**src/rtl/slave_in_port.sv**
```systemverilog
// slave_in_port: serial-bus receive stage on the slave side.
// Deserializes header and write data into parallel read/write transactions.
module slave_in_port #(
    parameter int SLAVE_ADDR_SIZE = 12,
    parameter int BURST_SIZE      = 12,
    parameter int WORD_SIZE       = 8
) (
    input  logic                       clk,
    input  logic                       rst_n,
    input  logic                       addr_bus,
    input  logic                       burst_size_bus,
    input  logic                       w_data_bus,
    input  logic                       read_en,
    input  logic                       write_en,
    input  logic                       m_valid,
    input  logic                       slave_sel,
    output logic                       s_ready,
    output logic [SLAVE_ADDR_SIZE-1:0] s_addr,
    output logic [BURST_SIZE-1:0]      s_burst,
    output logic                       s_rd_req,
    output logic                       s_wr_valid,
    output logic [SLAVE_ADDR_SIZE-1:0] s_wr_addr,
    output logic [WORD_SIZE-1:0]       s_wdata,
    output logic                       s_done
);

    localparam int HDR_LEN = (SLAVE_ADDR_SIZE > BURST_SIZE) ?
                             SLAVE_ADDR_SIZE : BURST_SIZE;
    localparam int HCW = $clog2(HDR_LEN + 1);
    localparam int BCW = $clog2(WORD_SIZE + 1);

    typedef enum logic [1:0] {
        IDLE = 2'd0,
        HDR  = 2'd1,
        DATA = 2'd2
    } state_t;

    state_t state, state_nxt;

    logic                       is_wr;
    logic [HCW-1:0]             hdr_cnt;
    logic [BCW-1:0]             bit_cnt;
    logic [BURST_SIZE-1:0]      word_cnt;
    logic [SLAVE_ADDR_SIZE-1:0] addr_sh;
    logic [BURST_SIZE-1:0]      burst_sh;
    logic [WORD_SIZE-2:0]       data_sh;

    logic                       beat;
    logic                       start;
    logic                       hdr_last;
    logic                       bit_last;
    logic                       word_last;
    logic                       hdr_fire;
    logic                       word_fire;
    logic [BURST_SIZE-1:0]      n_last;
    logic [SLAVE_ADDR_SIZE-1:0] addr_cat;
    logic [BURST_SIZE-1:0]      burst_cat;
    logic [WORD_SIZE-1:0]       word_cat;

    logic rd_req_nxt;
    logic wr_valid_nxt;
    logic done_nxt;
    logic ld_hdr;
    logic ld_word;

    assign beat      = m_valid & slave_sel;
    assign start     = beat & (read_en ^ write_en);
    assign hdr_last  = (hdr_cnt == HCW'(HDR_LEN - 1));
    assign bit_last  = (bit_cnt == BCW'(WORD_SIZE - 1));
    // A zero burst length still moves one word
    assign n_last    = (s_burst == '0) ? '0 : s_burst - BURST_SIZE'(1);
    assign word_last = (word_cnt == n_last);
    assign hdr_fire  = (state == HDR) && beat && hdr_last;
    assign word_fire = (state == DATA) && beat && bit_last;
    assign word_cat  = {w_data_bus, data_sh};

    always_comb begin
        addr_cat = addr_sh;
        for (int i = 0; i < SLAVE_ADDR_SIZE; i++) begin
            if (hdr_cnt == HCW'(i)) addr_cat[i] = addr_bus;
        end
    end

    always_comb begin
        burst_cat = burst_sh;
        for (int i = 0; i < BURST_SIZE; i++) begin
            if (hdr_cnt == HCW'(i)) burst_cat[i] = burst_size_bus;
        end
    end

    always_ff @(posedge clk or negedge rst_n) begin
        if (!rst_n) state <= IDLE;
        else        state <= state_nxt;
    end

    always_comb begin
        state_nxt = state;
        unique case (state)
            IDLE: begin
                if (start) state_nxt = HDR;
            end
            HDR: begin
                if (!slave_sel)
                    state_nxt = IDLE;
                else if (m_valid && hdr_last)
                    state_nxt = is_wr ? DATA : IDLE;
            end
            DATA: begin
                if (!slave_sel)
                    state_nxt = IDLE;
                else if (m_valid && bit_last && word_last)
                    state_nxt = IDLE;
            end
            default: state_nxt = IDLE;
        endcase
    end

    always_comb begin
        rd_req_nxt   = 1'b0;
        wr_valid_nxt = 1'b0;
        done_nxt     = 1'b0;
        ld_hdr       = 1'b0;
        ld_word      = 1'b0;
        unique case (1'b1)
            hdr_fire: begin
                ld_hdr     = 1'b1;
                rd_req_nxt = !is_wr;
                done_nxt   = !is_wr;
            end
            word_fire: begin
                ld_word      = 1'b1;
                wr_valid_nxt = 1'b1;
                done_nxt     = word_last;
            end
            default: ;
        endcase
    end

    always_ff @(posedge clk or negedge rst_n) begin
        if (!rst_n) begin
            is_wr    <= 1'b0;
            hdr_cnt  <= '0;
            bit_cnt  <= '0;
            word_cnt <= '0;
            addr_sh  <= '0;
            burst_sh <= '0;
            data_sh  <= '0;
        end else begin
            unique case (state)
                IDLE: begin
                    if (start) begin
                        is_wr    <= write_en;
                        addr_sh  <= addr_cat;
                        burst_sh <= burst_cat;
                        hdr_cnt  <= HCW'(1);
                    end
                end
                HDR: begin
                    if (!slave_sel) begin
                        hdr_cnt <= '0;
                    end else if (m_valid) begin
                        addr_sh  <= addr_cat;
                        burst_sh <= burst_cat;
                        if (hdr_last) begin
                            hdr_cnt  <= '0;
                            bit_cnt  <= '0;
                            word_cnt <= '0;
                        end else begin
                            hdr_cnt <= hdr_cnt + HCW'(1);
                        end
                    end
                end
                DATA: begin
                    if (!slave_sel) begin
                        bit_cnt  <= '0;
                        word_cnt <= '0;
                    end else if (m_valid) begin
                        data_sh <= word_cat[WORD_SIZE-1:1];
                        if (bit_last) begin
                            bit_cnt  <= '0;
                            word_cnt <= word_last ? '0 :
                                        word_cnt + BURST_SIZE'(1);
                        end else begin
                            bit_cnt <= bit_cnt + BCW'(1);
                        end
                    end
                end
                default: begin
                    hdr_cnt  <= '0;
                    bit_cnt  <= '0;
                    word_cnt <= '0;
                end
            endcase
        end
    end

    always_ff @(posedge clk or negedge rst_n) begin
        if (!rst_n) begin
            s_ready    <= 1'b1;
            s_addr     <= '0;
            s_burst    <= '0;
            s_rd_req   <= 1'b0;
            s_wr_valid <= 1'b0;
            s_wr_addr  <= '0;
            s_wdata    <= '0;
            s_done     <= 1'b0;
        end else begin
            s_ready    <= (state_nxt == IDLE);
            s_rd_req   <= rd_req_nxt;
            s_wr_valid <= wr_valid_nxt;
            s_done     <= done_nxt;
            if (ld_hdr) begin
                s_addr  <= addr_cat;
                s_burst <= burst_cat;
            end
            if (ld_word) begin
                s_wdata   <= word_cat;
                s_wr_addr <= s_addr + SLAVE_ADDR_SIZE'(word_cnt);
            end
        end
    end

endmodule
```
**config.mk**
```make
export PLATFORM = sky130hd
export DESIGN_NAME = slave_in_port
export DESIGN_NICKNAME = d
export VERILOG_FILES = /design/src/rtl/slave_in_port.sv
export SDC_FILE = /design/constraint.sdc
export NUM_CORES = 1
export LEC_CHECK = 0
export CAP_MARGIN = 20
export CELL_PAD_IN_SITES_DETAIL_PLACEMENT = 1
export CELL_PAD_IN_SITES_GLOBAL_PLACEMENT = 1
export CORE_ASPECT_RATIO = 1.25
export CORE_UTILIZATION = 48
export DETAILED_ROUTE_END_ITERATION = 7
export PLACE_DENSITY_LB_ADDON = 0.1
export SKIP_CTS_REPAIR_TIMING = 1
export SYNTH_ARGS = -nofsm -noshare
export SYNTH_HDL_FRONTEND = slang
export SYNTH_SLANG_ARGS = --single-unit
```
**constraint.sdc**
```tcl
create_clock -name clk -period 8.9 [get_ports clk]
set_clock_uncertainty 0.2 [all_clocks]
set_input_delay 1.78 -clock clk [delete_from_list [all_inputs] [get_ports clk]]
set_output_delay 1.78 -clock clk [all_outputs]
set_load 0.03 [all_outputs]
```
======== Word-level counts from Yosys, hierarchy flattened ========
Cells that the tools add are included.
operators by class
  $add $sub $neg .......................... 5
  equality and inequality tests ........... 22
  mux-type cells .......................... 64
  bitwise operators ....................... 5
  reduce and logical (&&, ||, !) cells .... 19
operator list
  operator                                                                count
  12-bit 2-to-1 mux                                                       14
  12-bit one-hot mux with 2 select lines                                  2
  4-bit 2-to-1 mux                                                        10
  12-bit one-hot mux with 3 select lines                                  1
  1-bit 2-to-1 mux                                                        27
  4-bit one-hot mux with 3 select lines                                   2
  4-bit by 3-bit equality test with 1-bit output (second input constant)  5
  4-bit equality test (second input constant)                             4
  12-bit by 1-bit adder with 12-bit output (second input constant)        1
  12-bit adder                                                            1
  12-bit equality test                                                    1
  12-bit zero test                                                        1
  2-bit 2-to-1 mux                                                        6
  12-bit by 1-bit subtractor with 12-bit output (second input constant)   1
  3-bit != test (second input constant)                                   3
  4-bit by 1-bit adder with 4-bit output (second input constant)          2
  4-bit by 2-bit equality test with 1-bit output (second input constant)  2
  2-bit != test (second input constant)                                   4
  1-bit logical AND                                                       7
  2-bit one-hot mux with 3 select lines                                   1
  3-bit AND reduction                                                     2
  6-bit AND reduction                                                     1
  5-bit AND reduction                                                     1
  4-bit by 1-bit equality test with 1-bit output (second input constant)  1
  other kinds (12)                                                        15
word-level totals
  flip-flop bits (word level) ............. 102
  bits of input ports ..................... 9

======== Longest topological paths before layout ========
  depth after elaboration ................. 8
  gate-level depth with buffers ........... 11
  depth with buffers taken out ............ 10

======== Least setup slack after synthesis ========
Ideal clock, no wire load.
  path type ............................... input to register
  start ................................... input port m_valid
  end ..................................... register word_cnt[11]
  arrival time ............................ 3.240 ns
  setup slack ............................. 5.394 ns
  cell stages on the path ................. 7
  path buffers ............................ 1
  cell sequence ........................... clkbuf_1 -> nand2b_1 -> a22o_1 -> o21ai_1 -> or4_1 -> a21oi_1 -> a22o_1
between the ends
  cells in the longest elaborated chain, start to end .. 2
ends and longest elaborated chain
  item                                                             line  RTL
  start: declaration                                               15    input logic m_valid,
  3-bit != test (no source line) or 2-bit != test (tied branches)  --
  6-bit AND reduction (no source line) (*)                         --
  end signal: assignment                                           181   word_cnt <= word_last ? '0 :
  end: declaration                                                 43    logic [BURST_SIZE-1:0] word_cnt;
Every way passes the cells marked *; elsewhere a longest branch is shown, timed or not.
A chain may end at the register's enable or synchronous reset.

======== Worst setup path after layout ========
  start ................................... input port m_valid
  end ..................................... register word_cnt[1]
Same word-level chain as after synthesis.

==> flow_summary.ini <==
[critical_path]
crit_path_start_kind = primary input
crit_type = in -> reg
rr_endpoint = word_cnt[11]$_DFFE_PN0P_
startpoint = m_valid
cp_data_arrival_time_ns = 4.31
end_kind = flop
required_ns = 8.91
r2r-start = s_burst[0]$_DFFE_PN0P_
rr_worst_depth = 9
r2r_slack_ns = 4.82
crit_fanout = 15
cp-endpoint = word_cnt[1]$_DFFE_PN0P_

[routing]
routedWlPerCell_um = 20.5
avgViaCountPerCell = 6.15
num_vias = 4703
first_pass_iters = 4
drt-initial-drc-count = 357
wl_um = 15700
drc = 0
route.antenna.remaining_nets = 0

[place]
gp_congestion = 0.866
preCtsSetupSlack_ns = 4.26
io_buffers = 56
dp.cells = 749
hpwl_um = 11300
place_area_um2 = 6230

[pwr]
vdd_drop_max_mv = 0.0891
power.density_nw_per_um2 = 151
leakage_nw = 3.10

[hold_path]
worstHoldStart = data_sh[0]$_DFFE_PN0P_
hold_class = reg -> reg
min_path_cells = 2

[final_layout]
area_growth_pct = 16.5
num_antenna_cells = 0
stdcell_area_um2 = 6570
drive_gt1_share_pct = 10.3
final_cell_count_no_fill = 765
fin_nets = 653

[clock_tree]
cts-htree-levels = 3
cts_buffers = 9
cts_tree = done
cts.clk_slew.worst_paths_ns = 0.07
cts_root_buffer = clkbuf_16
clk_latency_ns = 0.34
cts_num_sinks = 100
clk_path_buf_depth = 2

[synth]
synth-adder-area-share_pct = 4.35
netlist_area_um2 = 5640
synth.distinct_cells = 68
async_flop_share_pct = 100
synth_edf_count = 0
synth_compound_area_share_pct = 16.0
syn_nets = 617
syn_inst = 589
synthFlopType = dfrtp_1
syn_area_per_cell_um2 = 9.57
synth_xor_area_share_pct = 2.64
synth_simple_gate_area_share_pct = 18.5
ys_warn_count = 0
synth_top_family_by_area = simple AND/OR/NAND/NOR gates
synth-seq-cells = 100
synthMuxAreaShare_pct = 10.3
yosysSeqAreaShare_pct = 44.4

[floorplanning]
start_util_pct = 50.1
num_io_pins = 57
die_h_um = 123
rows = 43
die_x_um = 98.9
core_area_um2 = 11200
die_area_um2 = 12200

[timing]
fin_ws_ns = 4.60
max-slew-margin-rel_pct = 26.5
rsz0062_at_grt = no
worstMarginPinSlew_ns = 1.10
setup_tns_ns = 0
hold_viol_final = 0
period_needed_ns = 4.30
final-setup-viol-count = 0
fmax_ghz = 0.233
finalCritPeriodShare_pct = 48.3
drv_slew = 0

[global_route]
grtUsageTotal_pct = 27.4
grt-ovfl-total = 0
antenna_found_initial = 0
grt_pass1_wl_um = 25600
grt_max_degree = 62
grt_pass1_vias = 5057

[run]
maxCapViolCount = 0

[status]
outcome = finished clean
metrics by stage:
stage | hold slack [ns] | utilization (%) | total power (W)
floorplan | 0.233 | - | 0.000529
global placement | 0.257 | 55.4 | 0.000555
detailed placement | 0.261 | 55.4 | 0.000559
CTS | 0.278 | 58.4 | 0.000995
global route | 0.286 | 58.4 | 0.00102
finish | 0.268 | 58.4 | 0.000990
registers in the layout (all words and copies together) (netlist names), 4 cells and up:
register   cells
data_sh        7
s_burst       12
s_addr        12
hdr_cnt        4
addr_sh       11
s_wr_addr     12
word_cnt      12
bit_cnt        4
burst_sh      11
s_wdata        8
worst max-delay path, cell delays in order:
cell	delay [ns]
clkdlybuf4s50_1	0.61
a41o_1	0.34
a22o_1	0.30
o21ai_1	0.61
inv_1	0.28
o211ai_4	0.25
o22ai_1	0.14
per-layer routing:
layer | GRT usage, % | part of all wire (%) | vias up | wire length [um]
li1 | - | - | 2185 | -
met1 | 32.3 | 41 | 2377 | 6480
met2 | 49.5 | 52 | 117 | 8160
met3 | 4.18 | 3.9 | 24 | 607
met4 | 11.8 | 2.6 | 0 | 405
met5 | 0 | 0 | - | 0
power breakdown:
part / total, W / internal, W / switching [W]
sequential: 0.000481 / 0.000470 / 0.0000112
combinational: 0.0000687 / 0.0000282 / 0.0000405
clock: 0.000440 / 0.000263 / 0.000177
cell usage in the layout, fill, tap and decap left out, types with 4 or more instances in the layout:
cell / Yosys / routed
nand2_1: 99 / 99
dfrtp_1: 99 / 99
clkdlybuf4s50_1: 0 / 55
o21ai_0: 50 / 50
mux2_2: 30 / 30
nand3_1: 26 / 26
mux2i_1: 24 / 24
nor2_1: 21 / 21
inv_1: 19 / 19
ha_1: 18 / 18
a21oi_1: 15 / 15
o31ai_1: 14 / 14
nor2b_1: 10 / 10
nor3_1: 10 / 10
xor2_1: 10 / 10
and3_1: 9 / 9
clkbuf_16: 0 / 9
a21boi_0: 7 / 7
or2_2: 6 / 6
a221oi_1: 6 / 6
or3_1: 5 / 5
a211oi_1: 5 / 5
or4_1: 4 / 4
xnor2_1: 4 / 4
nand2b_1: 4 / 4
a21o_1: 4 / 4
a22o_1: 4 / 4
cell families (layout without fill, tap and decap cells):
logic type      Yosys count  after routing
simple gates            214            214
compound gates          135            135
flops                   100            100
mux                      54             54
buf+inv                  52             93
fa+ha+maj                19             19
xor+xnor                 15             15
area by class of cell:
cell class | count | area (um2)
clock inverters | 5 | 82.6
clock buffers | 11 | 253
repair buffers | 58 | 573
fillers | 1261 | 4680
multi-input cells | 437 | 2920
inverters | 19 | 71.3
flip-flops and latches | 100 | 2500
well taps | 135 | 169
worst min path at each step:
| stage | endpoint | slack (ns) |
|---|---|---|
| global route | s_wdata[0]$_DFFE_PN0P_ | 0.29 |
| global placement | s_wdata[0]$_DFFE_PN0P_ | 0.26 |
| floorplan | s_wdata[0]$_DFFE_PN0P_ | 0.23 |
| detailed placement | s_wdata[0]$_DFFE_PN0P_ | 0.26 |
| CTS | s_wdata[0]$_DFFE_PN0P_ | 0.28 |
| finish | s_wdata[0]$_DFFE_PN0P_ | 0.27 |
synthesized netlist by cell type (2+ instances only):
master    instances  area share (%)
a211oi_1          5            0.67
a21boi_0          7            0.93
a21o_1            4            0.53
a21oi_1          15             1.3
a221oi_1          6            0.93
a22o_1            4            0.62
a31oi_1           2            0.22
a32oi_1           2            0.31
and3_1            9             1.0
and3b_1           2            0.31
buf_1             2            0.13
buf_6             3            0.60
clkbuf_1         28             1.9
dfrtp_1          99              44
ha_1             18             4.0
inv_1            19             1.3
mux2_2           30             6.0
mux2i_1          24             4.3
nand2_1          99             6.6
nand2b_1          4            0.44
nand3_1          26             2.3
nand3b_1          2            0.27
nand4_1           2            0.22
nor2_1           21             1.4
nor2b_1          10             1.1
nor3_1           10            0.89
nor4_1            3            0.33
nor4b_1           2            0.31
o21a_1            2            0.27
o21ai_0          50             4.4
o21ai_1           2            0.18
o22ai_1           2            0.22
o31a_1            2            0.31
o31ai_1          14             1.9
o41ai_1           2            0.31
or2_2             6            0.67
or3_1             5            0.55
or4_1             4            0.53
xnor2_1           4            0.62
xor2_1           10             1.6
(Power assumes the default switching activity.)
